[config.mk]
export PLATFORM = sky130hd
export DESIGN_NAME = seq_cla_subtractor
export DESIGN_NICKNAME = d
export VERILOG_FILES = /design/src/rtl/seq_cla_subtractor_pkg.sv /design/src/rtl/seq_cla_subtractor_bla.sv /design/src/rtl/seq_cla_subtractor.sv
export SDC_FILE = /design/constraint.sdc
export NUM_CORES = 1
export LEC_CHECK = 0
export BUFFER_PORTS_ARGS = -buffer_cell sky130_fd_sc_hd__buf_2
export CORE_ASPECT_RATIO = 0.5
export CORE_UTILIZATION = 51
export CTS_CLUSTER_DIAMETER = 120
export DETAILED_ROUTE_END_ITERATION = 16
export PLACE_DENSITY = 0.71
export SLEW_MARGIN = 20
export SYNTH_ARGS = -nofsm -noshare
export SYNTH_HDL_FRONTEND = slang
export SYNTH_HIERARCHICAL = 1
export SYNTH_SLANG_ARGS = --single-unit
[constraint.sdc]
create_clock -name clk -period 3.8 [get_ports clk]
set_input_delay 0.57 -clock clk [delete_from_list [all_inputs] [get_ports clk]]
set_output_delay 0.57 -clock clk [all_outputs]
set_load 0.02 [all_outputs]
[src/rtl/seq_cla_subtractor_pkg.sv]
// Shared types and sizing helpers for the multi-cycle borrow-lookahead subtractor.
package seq_sub_pkg;

  typedef enum logic [1:0] {
    IDLE = 2'd0,
    RUN  = 2'd1,
    DONE = 2'd2
  } state_t;

  // Block counter width: $clog2(n), never below one bit so NUM_BLOCKS==1 still has a counter.
  function automatic int unsigned blk_w(input int unsigned n);
    return (n <= 1) ? 1 : $clog2(n);
  endfunction

endpackage

[src/rtl/seq_cla_subtractor_bla.sv]
// Combinational BLOCK_SIZE-bit borrow-lookahead block: d = a - b - bin, bout = block borrow-out.
module bla_block #(
  parameter int unsigned BLOCK_SIZE = 4
) (
  input  logic [BLOCK_SIZE-1:0] a,
  input  logic [BLOCK_SIZE-1:0] b,
  input  logic                  bin,
  output logic [BLOCK_SIZE-1:0] d,
  output logic                  bout
);

  logic [BLOCK_SIZE-1:0] w_g;
  logic [BLOCK_SIZE-1:0] w_p;
  logic [BLOCK_SIZE:0]   w_c;
  logic                  w_term;

  // Each borrow is a flat sum of products of generates and propagates, not a ripple chain.
  always_comb begin
    w_g    = ~a & b;
    w_p    = ~(a ^ b);
    w_c    = '0;
    w_term = 1'b0;
    w_c[0] = bin;
    for (int i = 0; i < int'(BLOCK_SIZE); i++) begin
      w_term = bin;
      for (int k = 0; k <= i; k++) w_term = w_term & w_p[k];
      w_c[i+1] = w_term;
      for (int j = 0; j <= i; j++) begin
        w_term = w_g[j];
        for (int k = j + 1; k <= i; k++) w_term = w_term & w_p[k];
        w_c[i+1] = w_c[i+1] | w_term;
      end
    end
    d    = a ^ b ^ w_c[BLOCK_SIZE-1:0];
    bout = w_c[BLOCK_SIZE];
  end

endmodule

[src/rtl/seq_cla_subtractor.sv]
// Multi-cycle subtractor Diff = A - B - Bin, resolving one BLOCK_SIZE-bit slice per clock
// through a single shared borrow-lookahead block, with a valid/ready handshake on both sides.
module seq_cla_subtractor
  import seq_sub_pkg::*;
#(
  parameter int unsigned WIDTH      = 32,
  parameter int unsigned BLOCK_SIZE = 4
) (
  input  logic             clk,
  input  logic             rst,
  input  logic             in_valid,
  output logic             in_ready,
  input  logic [WIDTH-1:0] A,
  input  logic [WIDTH-1:0] B,
  input  logic             Bin,
  output logic             out_valid,
  input  logic             out_ready,
  output logic [WIDTH-1:0] Diff,
  output logic             Bout,
  output logic             Ovf
);

  localparam int unsigned NUM_BLOCKS = WIDTH / BLOCK_SIZE;
  localparam int unsigned BLK_W      = blk_w(NUM_BLOCKS);
  localparam logic [BLK_W-1:0] LAST_BLK = BLK_W'(NUM_BLOCKS - 1);

  if ((WIDTH % BLOCK_SIZE) != 0) begin : g_bad_cfg
    $error("seq_cla_subtractor: WIDTH must be a multiple of BLOCK_SIZE");
  end

  state_t                r_state;
  logic [WIDTH-1:0]      r_a;
  logic [WIDTH-1:0]      r_b;
  logic [WIDTH-1:0]      r_diff;
  logic                  r_borrow;
  logic                  r_bout;
  logic                  r_ovf;
  logic [BLK_W-1:0]      r_blk;

  logic [BLOCK_SIZE-1:0] w_a_sl;
  logic [BLOCK_SIZE-1:0] w_b_sl;
  logic [BLOCK_SIZE-1:0] w_d_sl;
  logic                  w_bout;

  // Operand slice mux feeding the shared block.
  always_comb begin
    w_a_sl = '0;
    w_b_sl = '0;
    for (int i = 0; i < int'(NUM_BLOCKS); i++) begin
      if (r_blk == BLK_W'(i)) begin
        w_a_sl = r_a[i*BLOCK_SIZE +: BLOCK_SIZE];
        w_b_sl = r_b[i*BLOCK_SIZE +: BLOCK_SIZE];
      end
    end
  end

  bla_block #(.BLOCK_SIZE(BLOCK_SIZE)) u_bla (
    .a    (w_a_sl),
    .b    (w_b_sl),
    .bin  (r_borrow),
    .d    (w_d_sl),
    .bout (w_bout)
  );

  always_ff @(posedge clk or posedge rst) begin
    if (rst) begin
      r_state  <= IDLE;
      r_a      <= '0;
      r_b      <= '0;
      r_diff   <= '0;
      r_borrow <= 1'b0;
      r_bout   <= 1'b0;
      r_ovf    <= 1'b0;
      r_blk    <= '0;
    end else begin
      case (r_state)
        IDLE: begin
          if (in_valid) begin
            r_a      <= A;
            r_b      <= B;
            r_borrow <= Bin;
            r_blk    <= '0;
            r_state  <= RUN;
          end
        end
        RUN: begin
          for (int i = 0; i < int'(NUM_BLOCKS); i++) begin
            if (r_blk == BLK_W'(i)) r_diff[i*BLOCK_SIZE +: BLOCK_SIZE] <= w_d_sl;
          end
          r_borrow <= w_bout;
          r_blk    <= r_blk + BLK_W'(1);
          // The top slice's MSB is the result sign, so overflow resolves in the same edge.
          if (r_blk == LAST_BLK) begin
            r_bout  <= w_bout;
            r_ovf   <= (r_a[WIDTH-1] ^ r_b[WIDTH-1]) & (w_d_sl[BLOCK_SIZE-1] ^ r_a[WIDTH-1]);
            r_state <= DONE;
          end
        end
        DONE: begin
          if (out_ready) r_state <= IDLE;
        end
        default: r_state <= IDLE;
      endcase
    end
  end

  assign in_ready  = (r_state == IDLE);
  assign out_valid = (r_state == DONE);
  assign Diff      = r_diff;
  assign Bout      = r_bout;
  assign Ovf       = r_ovf;

endmodule
# Word-level counts from Yosys, hierarchy flattened
# Index checks and enable logic that the tools add are counted.
# totals
ff_bits	104
inputBits	69
out_inout_bits	36
word_cells	94
# classes
n_addsub	1
n_eq_ne	12
muxes	24
bitwise_logic	28
reduce_logical	14
# ops
operator	n
4-bit 2-to-1 mux	16
2-bit AND reduction	10
3-bit equality test (second input constant)	4
1-bit bitwise AND	11
1-bit OR	10
4-bit inverter	2
4-bit XOR	2
3-bit by 2-bit equality test with 1-bit output (second input constant)	2
2-bit 2-to-1 mux	3
2-bit case mux with 3 select lines	1
3-bit case mux with 2 select lines	1
4-bit bitwise AND	1
2-bit != test (second input constant)	2
3-bit by 1-bit adder with 3-bit output (second input constant)	1
3-bit by 1-bit equality test with 1-bit output (second input constant)	1
3-bit logical NOT	1
3-bit 2-to-1 mux	1
3-bit AND reduction	1
2-bit by 1-bit equality test with 1-bit output (second input constant)	1
2-bit equality test (second input constant)	1
2-bit logical NOT	1
2-bit by 1-bit != test with 1-bit output (second input constant)	1
1-bit case mux with 2 select lines	1
2-bit nonzero test	1
other kinds (2)	3

# Depth between registers and ports, before layout
# Gate-level depths: netlist of the first run.
# logic_depth
ltp_word	20
ltp_mapped	19
mapped_depth_nobuf	16

# Hierarchy
# Netlist of the first run, hierarchy kept.
# by_module_without_submodules
module	instances	cells_each	area_per_inst_um2	seq_area_each_um2
seq_cla_subtractor	1	490	4767.1	2602.5
bla_block	1	21	166.4	0.0

# Worst setup path before layout of the first run
# Ideal clock, no wire load.
# synth_timing
path_type	reg-to-reg
from	reg r_blk[2]
to	reg r_ovf (netlist: Ovf)
setup_time_ns	0.133
t_arrival_ns	3.244
required_ns	3.667
setup_slack_ns	0.423
stages_incl_launch_ff	19
path_buffers	3
synth_period_minus_slack_ns	3.377
cell_sequence	dfrtp_1 > buf_6 > inv_1 > ha_1 > clkbuf_1 > nand2_1 > a221oi_1 > a2111oi_1 > a221oi_1 > inv_1 > ha_1 > ha_1 > o211ai_1 > nand2_1 > xnor2_1 > clkbuf_1 > nor2_1 > a21oi_1 > o21ai_0
# synth_between
elab_chain_len	20
word_cells_on_any_way	41
cone_classes	eq/ne: 7; mux: 16; bitwise: 16; reduce/logical: 2
# synth_lines
element	line	text
from (decl)	seq_cla_subtractor.sv:38	logic [BLK_W-1:0] r_blk;
from (signal assigned)	seq_cla_subtractor.sv:91	r_blk <= r_blk + BLK_W'(1);
3-bit logical NOT	seq_cla_subtractor.sv:50	if (r_blk == BLK_W'(i)) begin
4-bit 2-to-1 mux (7 in a row)	seq_cla_subtractor.sv:50	
4-bit 2-to-1 mux *	seq_cla_subtractor.sv:50	
net w_a_sl[0]	seq_cla_subtractor.sv:40	logic [BLOCK_SIZE-1:0] w_a_sl;
4-bit XOR	seq_cla_subtractor_bla.sv:20	w_p = ~(a ^ b);
4-bit inverter	seq_cla_subtractor_bla.sv:20	
1-bit bitwise AND (3 in a row)	seq_cla_subtractor_bla.sv:26	for (int k = 0; k <= i; k++) w_term = w_term & w_p[k];
1-bit OR * (3 in a row)	seq_cla_subtractor_bla.sv:31	w_c[i+1] = w_c[i+1] | w_term;
4-bit XOR *	seq_cla_subtractor_bla.sv:34	d = a ^ b ^ w_c[BLOCK_SIZE-1:0];
net w_d_sl[3]	seq_cla_subtractor.sv:42	logic [BLOCK_SIZE-1:0] w_d_sl;
1-bit XOR *	seq_cla_subtractor.sv:95	r_ovf <= (r_a[WIDTH-1] ^ r_b[WIDTH-1]) & (w_d_sl[BLOCK_SIZE-1] ^ r_a[WIDTH-1]);
1-bit bitwise AND *	seq_cla_subtractor.sv:95	
to (signal assigned)	seq_cla_subtractor.sv:95	
to (decl)	seq_cla_subtractor.sv:37	logic r_ovf;
# Mark *: on every way through the listed nets, which the timed path passes. The rest lies on a longest branch.
# A chain may end at the register's enable or synchronous reset.

# Final worst setup path of the first run
# layout_timing
from	reg r_blk[0]
to	reg r_diff[21] (netlist: Diff[21])
# layout_between
word_cells_on_any_way	32
cone_classes	eq/ne: 7; mux: 16; bitwise: 7; reduce/logical: 2
# layout_lines
element	line	text
3-bit logical NOT	seq_cla_subtractor.sv:50	
4-bit 2-to-1 mux (7 in a row)	seq_cla_subtractor.sv:50	
4-bit 2-to-1 mux *	seq_cla_subtractor.sv:50	
net w_b_sl[1]	seq_cla_subtractor.sv:41	logic [BLOCK_SIZE-1:0] w_b_sl;
4-bit XOR * (2 in a row)	seq_cla_subtractor_bla.sv:34	
net w_d_sl[1]	seq_cla_subtractor.sv:42	
to (signal, indexed assignment)	seq_cla_subtractor.sv:88	if (r_blk == BLK_W'(i)) r_diff[i*BLOCK_SIZE +: BLOCK_SIZE] <= w_d_sl;
to (decl)	seq_cla_subtractor.sv:34	logic [WIDTH-1:0] r_diff;
# Marked as above.

==> metrics.md, run 1 <==
| Metric | Value |
|---|---|
| Status | complete, no violations |
| Worst skew pair latency | 0.35 ns |
| Worst-Margin Slew | 0.775 ns |
| Post-synth net total | 592 |
| Die area | 10,100 um2 |
| N_diodes | 0 |
| Port Buf Inserts | 104 |
| Max-cap violations | 0 |
| Slowest stage delay, CP | 0.64 ns |
| Placement Cell Area | 5590 um2 |
| Fin. Hold Viols | 0 |
| Final Cycle Share | 0.945 |
| Mapped Area | 4930 um2 |
| Multiplexer area fraction after synthesis | 0.0753 |
| Synth Area per Inst | 9.65 um2 |
| Sw frac | 0.443 |
| Worst Path Buf+Inv | 1 |
| Int Power | 3.64 mW |
| Vias in the first global route | 3,670 |
| Share of layout cells above drive strength 1 | 0.299 |
| # nets final | 688 |
| Fmax | 0.279 GHz |
| Worst slack, placed | 0.00927 ns |
| Max-slew headroom | 0.483 |
| Comb pwr share | 0.557 |
| Pwr dens | 1100 nW/um2 |
| Global-route usage over all layers | 0.246 |
| Final core occ | 0.656 |
| Total gr overflow | 0 |
| Hold_ws | 0.301 ns |
| Clk sink count | 104 |
| Wirelength per Cell | 15.3 um |
| Xor/xnor share of the synthesized area | 0.00533 |
| Min-Delay Path Class | primary input to asynchronous set/reset pin |
| Synth Instances | 511 |
| Routed wire length | 11,400 um |
| Setup ws final | 0.210 ns |
| Yosys warns | 6 |
| Row count | 24 |
| CTS Buffer Depth | 2 |
| Synth async-reset ratio | 1.00 |
| Crit. End Element | register |
| Top cell by count, worst path | ha_1 |
| Initial antenna violation count | 0 |
| Post-synthesis compound-gate area fraction | 0.124 |
| Via count | 3,894 |
| CTS tree | done |
| Register area share after synthesis | 0.528 |
| Crit-path max FO | 8 |
| Min Tclk post-route | 3.59 ns |
| Die H | 71.5 um |
| Worst-path clk slew | 0.07 ns |
| CP required | 4.09 ns |
| First-pass GRT wire length | 18,900 um |
| Cts-stage hold buffer count | 0 |
| CP arrival | 3.88 ns |
| Worst VDD drop | 588 uV |
| Netlist cell types | 36 |
| Post-DRT Antenna Nets | 0 |
| Worst path cell trace | ha_1 -> ha_1 -> or2_1 -> buf_4 -> a221oi_2 -> a2111oi_1 -> a221oi_1 -> ha_1 -> xor2_1 -> mux2_2 |
| # IOs | 105 |
| Seq pwr share | 0.299 |
| Chip width | 141 um |
| Slew Limit Fails | 0 |
| Adder-cell share of the synthesized area | 0.0320 |
| Crit Path Category | register to register |
| Startpoint class of the critical path | register |
| Simple-gate share of the synthesized area | 0.176 |
| Starting Density | 0.546 |
| Largest net degree at the start of global routing | 56 |
| # Post-CTS Setup Buffers | 0 |
| Post-synth top flop | dfrtp_1 |
| Drt first pass iters | 5 |
| Non-Filler Instances | 742 |
| DP HPWL | 8170 um |
| Area of the core | 9040 um2 |
| Vias per std cell | 5.25 |
| Main combinational cell family by area after synthesis | simple AND/OR/NAND/NOR gates |
| # H-tree levels | 3 |
| CTS Root Cell | clkbuf_16 |
| Inst Count DP | 726 |
| NetSw | 2.90 mW |
| Cts bufs inserted | 9 |
| Crit path max-delay family | adder cells |
| Detailed Route Iter0 Violations | 287 |
| Final Instance Area | 5930 um2 |
| Area Overhead vs Synth | 20.1% |
| Number of enable flip-flop cells after synthesis | 0 |
| Clock power share | 0.144 |
| Final Setup Violations | 0 |
| Drt drc | 0 |
| Pleak | 3.01 nW |
| Placer Congestion | 0.874 |
| #FFs+latches synth | 104 |
| Critical path's slowest cell | xor2_1 |
| Skew final | 0.00722 ns |
-- worst register-to-register path: cells and delay by family, from the launching register on --
family / cells / cell delay (ns)
XOR/XNOR: 1 / 0.64
multiplexers: 1 / 0.29
adder cells (fa/ha/maj): 3 / 0.89
AND/OR/NAND/NOR: 1 / 0.34
AO/OA/AOI/OAI: 3 / 0.74
flip-flops: 1 / 0.42
buffers and inverters: 1 / 0.19
-- cell type report --
class	instances	area (um2)
clock buffer	9	225
clock inverter	7	77.6
fill	751	3110
inverter	33	126
multi-input combinational	340	2070
sequential	104	2600
tap	130	163
timing repair buffer	119	658
-- cell usage in the layout (no fill, tap or decap), types with 6 or more instances in the layout --
master     synthesis  routed
nand2_1          172     172
dfrtp_1          104     104
buf_2             14     104
mux2_2            33      33
inv_1             33      32
o21ai_0           28      28
buf_4              3      13
a221oi_1          15      12
ha_1              11      11
a21oi_1           10      10
a221oi_2           7      10
a21o_1             9       9
clkbuf_16          0       9
nor3_1             8       8
nand3b_1           7       7
nand3_1            6       6
-- sequential cells by signal, indices dropped and copies added, names as in the netlist --
name / count
Diff: 32
r_a: 32
r_blk: 3
r_borrow: 1
Bout: 1
Ovf: 1
r_state: 2
r_b: 32
-- per-layer routing --
layer  share of wire  GRT usage  vias up
met5               0          0        -
met4          0.0067     0.0580        0
met3           0.057     0.0561        5
met2            0.43      0.353      123
met1            0.51      0.377     1870
li1                -          -     1896
-- stage by stage --
step	power (mW)	TNS, ns
global placement	5.39	0
floorplan	4.42	0
detailed placement	5.51	0
finish	6.54	0
CTS	6.52	0
global route	7.03	-0.00648
-- cells by family (layout without fill, tap and decap cells) --
| logic type | after synthesis | count (layout) |
|---|---|---|
| xor gates and xnor gates | 3 | 3 |
| muxes | 33 | 33 |
| adders and majority gates | 12 | 12 |
| AOI/OAI and AO/OA | 82 | 82 |
| and+or+nand+nor | 210 | 210 |
| DFF | 104 | 104 |
| buffers and inverters | 67 | 168 |
-- power groups by stage --
stage	combinational, mW	sequential, mW	clock, mW
finish	3.64	1.96	0.943
detailed placement	3.54	1.97	0
CTS	3.62	1.95	0.956
global route	4.01	2.01	1.00
global placement	3.43	1.96	0
floorplan	2.30	2.12	0
-- synth_stat cells (all sizes together), types with 8 or more instances --
cell	n	area share
buf	19	0.023
a21oi	10	0.010
a221oi	22	0.048
nor3	8	0.0081
clkbuf	15	0.011
inv	33	0.025
nand2	172	0.13
a21o	9	0.014
mux2	33	0.075
dfrtp	104	0.53
ha	11	0.028
o21ai	28	0.028
-- repair_timing --
item | CTS | global route
pin swaps | 0 | 1
gates resized for setup | 1 | 5
setup endpoints to repair | 3 | 5
-- final timing paths --
check / startpoint / to / slack, ns / cells after the start
worst max-delay path: r_blk[0] / Diff[21] / 0.21 / 10
worst min-delay path: rst / Diff[21] / 0.30 / 2
worst max register to register: r_blk[0] / Diff[21] / 0.21 / 10
worst min register to register: Ovf / Ovf / 0.48 / 2
max in group asynchronous: rst / r_b[8] / 2.79 / 3
min in group clk: A[21] / r_a[21] / 0.41 / 3
(Power assumes the default switching activity.)
==> run 2, diff against run 1 <==
- CELL_PAD_IN_SITES_DETAIL_PLACEMENT: not set -> 1
- CELL_PAD_IN_SITES_GLOBAL_PLACEMENT: not set -> 2
- CORE_UTILIZATION: 51 -> 33
- PLACE_DENSITY: 0.71 -> 0.75
==> metrics.md, run 2 (same netlist as run 1, synthesis figures left out) <==
| Metric | Value |
|---|---|
| Placer Congestion | 0.808 (was 0.874) |
| Max-cap violations | 0 (unchanged) |
| Fmax | 0.278 GHz (was 0.279 GHz) |
| Seq pwr share | 0.297 (was 0.299) |
| Setup_tns | 0 ns (unchanged) |
| Cts bufs inserted | 9 (unchanged) |
| Initial antenna violation count | 0 (unchanged) |
| Final Cycle Share | 0.948 (was 0.945) |
| Via count | 3,939 (was 3,894) |
| Worst skew pair latency | 0.35 ns (about the same) |
| Commonest non-fill, non-tap cell in the layout | nand2_1 (unchanged) |
| Post-CTS resize count | 0 (was 1) |
| # H-tree levels | 3 (unchanged) |
| Drt drc | 0 (unchanged) |
| Met2 Use GR | 0.268 (was 0.353) |
| Met1 usage | 0.280 (was 0.377) |
| Worst-Margin Slew | 0.955 ns (was 0.775 ns) |
| Most frequent cells in the layout | nand2_1, dfrtp_1, buf_2 (unchanged) |
| Slew Limit Fails | 0 (unchanged) |
| Setup ws final | 0.197 ns (was 0.210 ns) |
| Worst slack, placed | 0.0635 ns (was 0.00927 ns) |
| Drt first pass iters | 6 (was 5) |
| # IOs | 105 (unchanged) |
| Die area | 15,500 um2 (was 10,100 um2) |
| Min-Delay Path Class | primary input to register (was primary input to asynchronous set/reset pin) |
| Fin. Hold Viols | 0 (unchanged) |
| Chip width | 175 um (was 141 um) |
| Die H | 88.5 um (was 71.5 um) |
| Global-route usage over all layers | 0.185 (was 0.246) |
| RSZ-0062 raised after global routing | false |
| Comb pwr share | 0.566 (was 0.557) |
| Row count | 31 (was 24) |
| Final Setup Violations | 0 (unchanged) |
| CP required | 4.03 ns (was 4.09 ns) |
| Global route hottest layer | met1 (unchanged) |
| Starting Density | 0.339 (was 0.546) |
| Vias in the first global route | 3,944 (was 3,670) |
| Max-slew headroom | 0.363 (was 0.483) |
| Sw frac | 0.461 (was 0.443) |
| NetSw | 3.07 mW (was 2.90 mW) |
| Area of the core | 14,500 um2 (was 9040 um2) |
| Crit. End Element | register (unchanged) |
| Routed wire length | 13,500 um (was 11,400 um) |
| # fillers | 1,684 (was 751) |
| N_diodes | 0 (unchanged) |
| Min Tclk post-route | 3.60 ns (was 3.59 ns) |
| CP arrival | 3.84 ns (was 3.88 ns) |
| Vias per std cell | 4.84 (was 5.25) |
| Clock power share | 0.137 (was 0.144) |
| Startpoint class of the critical path | register (unchanged) |
| Int Power | 3.58 mW (was 3.64 mW) |
| Skew final | 0.00598 ns (was 0.00722 ns) |
| Crit Path Category | register to register (unchanged) |
| Final core occ | 0.412 (was 0.656) |
| Area Overhead vs Synth | 21.5% (was 20.1%) |
| Detailed Route Iter0 Violations | 243 (was 287) |
| DP HPWL | 10,100 um (was 8170 um) |
| Total gr overflow | 0 (unchanged) |
| # nets final | 692 (was 688) |
| Pleak | 3.00 nW (was 3.01 nW) |
| Worst-path clk slew | 0.08 ns (was 0.07 ns) |
| Share of layout cells above drive strength 1 | 0.300 (was 0.299) |
| Crit-path max FO | 12 (was 8) |
| Pwr dens | 1110 nW/um2 (was 1100 nW/um2) |
| Post-DRT Antenna Nets | 0 (unchanged) |
| Worst VDD drop | 640 uV (was 588 uV) |
| Status | complete, no violations (unchanged) |
| Wirelength per Cell | 16.5 um (was 15.3 um) |
| # Post-CTS Setup Buffers | 0 (unchanged) |
| M3 GR Usage | 0.0378 (was 0.0561) |
| Largest net degree at the start of global routing | 77 (was 56) |
| CTS Root Cell | clkbuf_16 (unchanged) |
| First-pass GRT wire length | 21,700 um (was 18,900 um) |
| Cts-stage hold buffer count | 0 (unchanged) |
| Worst R2R Setup Slack | 0.20 ns (was 0.21 ns) |
| Port Buf Inserts | 104 (unchanged) |
| CTS Buffer Depth | 2 (unchanged) |
| Final Instance Area | 5990 um2 (was 5930 um2) |
| Clk sink count | 104 (unchanged) |
| Placement Cell Area | 5680 um2 (was 5590 um2) |
| CTS tree | done (unchanged) |
run 2: cell types whose count changed in the layout (fill, tap and decap cells not counted), moves of 2 or more:
cell and delta:
a2111oi_1 +2, a2111oi_2 -2, buf_12 -2, buf_4 +6, clkinvlp_4 +2, inv_6 -3, inv_8 +3
run 2: critical path, cell delays in order, from the launching register on:
cell and delay, ns:
dfrtp_1 0.43, inv_1 0.11, ha_1 0.39, buf_4 0.28, a21oi_1 0.07, a221oi_2 0.28, a2111oi_1 0.10, a221oi_1 0.49
ha_1 0.39, a21oi_1 0.20, nand2_1 0.12, xnor2_1 0.17, buf_4 0.18, mux2_2 0.27
run 2: power by group through the flow:
stage / logic [mW] / clock network [mW] / registers (mW)
floorplan: 2.30 / 0 / 2.12
global placement: 3.57 / 0 / 1.99
detailed placement: 3.66 / 0 / 2.01
CTS: 3.69 / 0.940 / 1.98
global route: 4.15 / 0.985 / 2.04
finish: 3.77 / 0.912 / 1.97
run 2: final timing paths:
check                            to  depth (start not counted)     start
setup / recovery           Diff[11]                         13  r_blk[0]
hold / removal               r_b[5]                          3      B[5]
setup reg to reg           Diff[11]                         13  r_blk[0]
hold reg to reg              r_b[7]                          2    r_b[7]
max in group asynchronous  Diff[11]                          3       rst
min in group asynchronous  Diff[27]                          2       rst
run 2: through the flow:
stage | cells | hold WS, ns | total power [mW]
detailed placement | 798 | 0.471 | 5.67
floorplan | 511 | 0.438 | 4.42
global route | 814 | 0.407 | 7.18
CTS | 814 | 0.397 | 6.61
finish | 814 | 0.412 | 6.65
global placement | 798 | 0.461 | 5.55
run 2: routing by layer:
layer	up-vias	part of all wire
li1	1903	-
met1	1938	0.53
met2	87	0.41
met3	11	0.046
met4	0	0.011
met5	-	0
run 2: cell type report:
class	count	area, um2	area share
Clock buffer	9	225	0.0376
Sequential cell	104	2600	0.434
Timing Repair Buffer	123	663	0.111
Clock inverter	7	65.1	0.0109
Tap cell	198	248	0.0413
Inverter	33	126	0.0211
Multi-Input combinational cell	340	2060	0.344
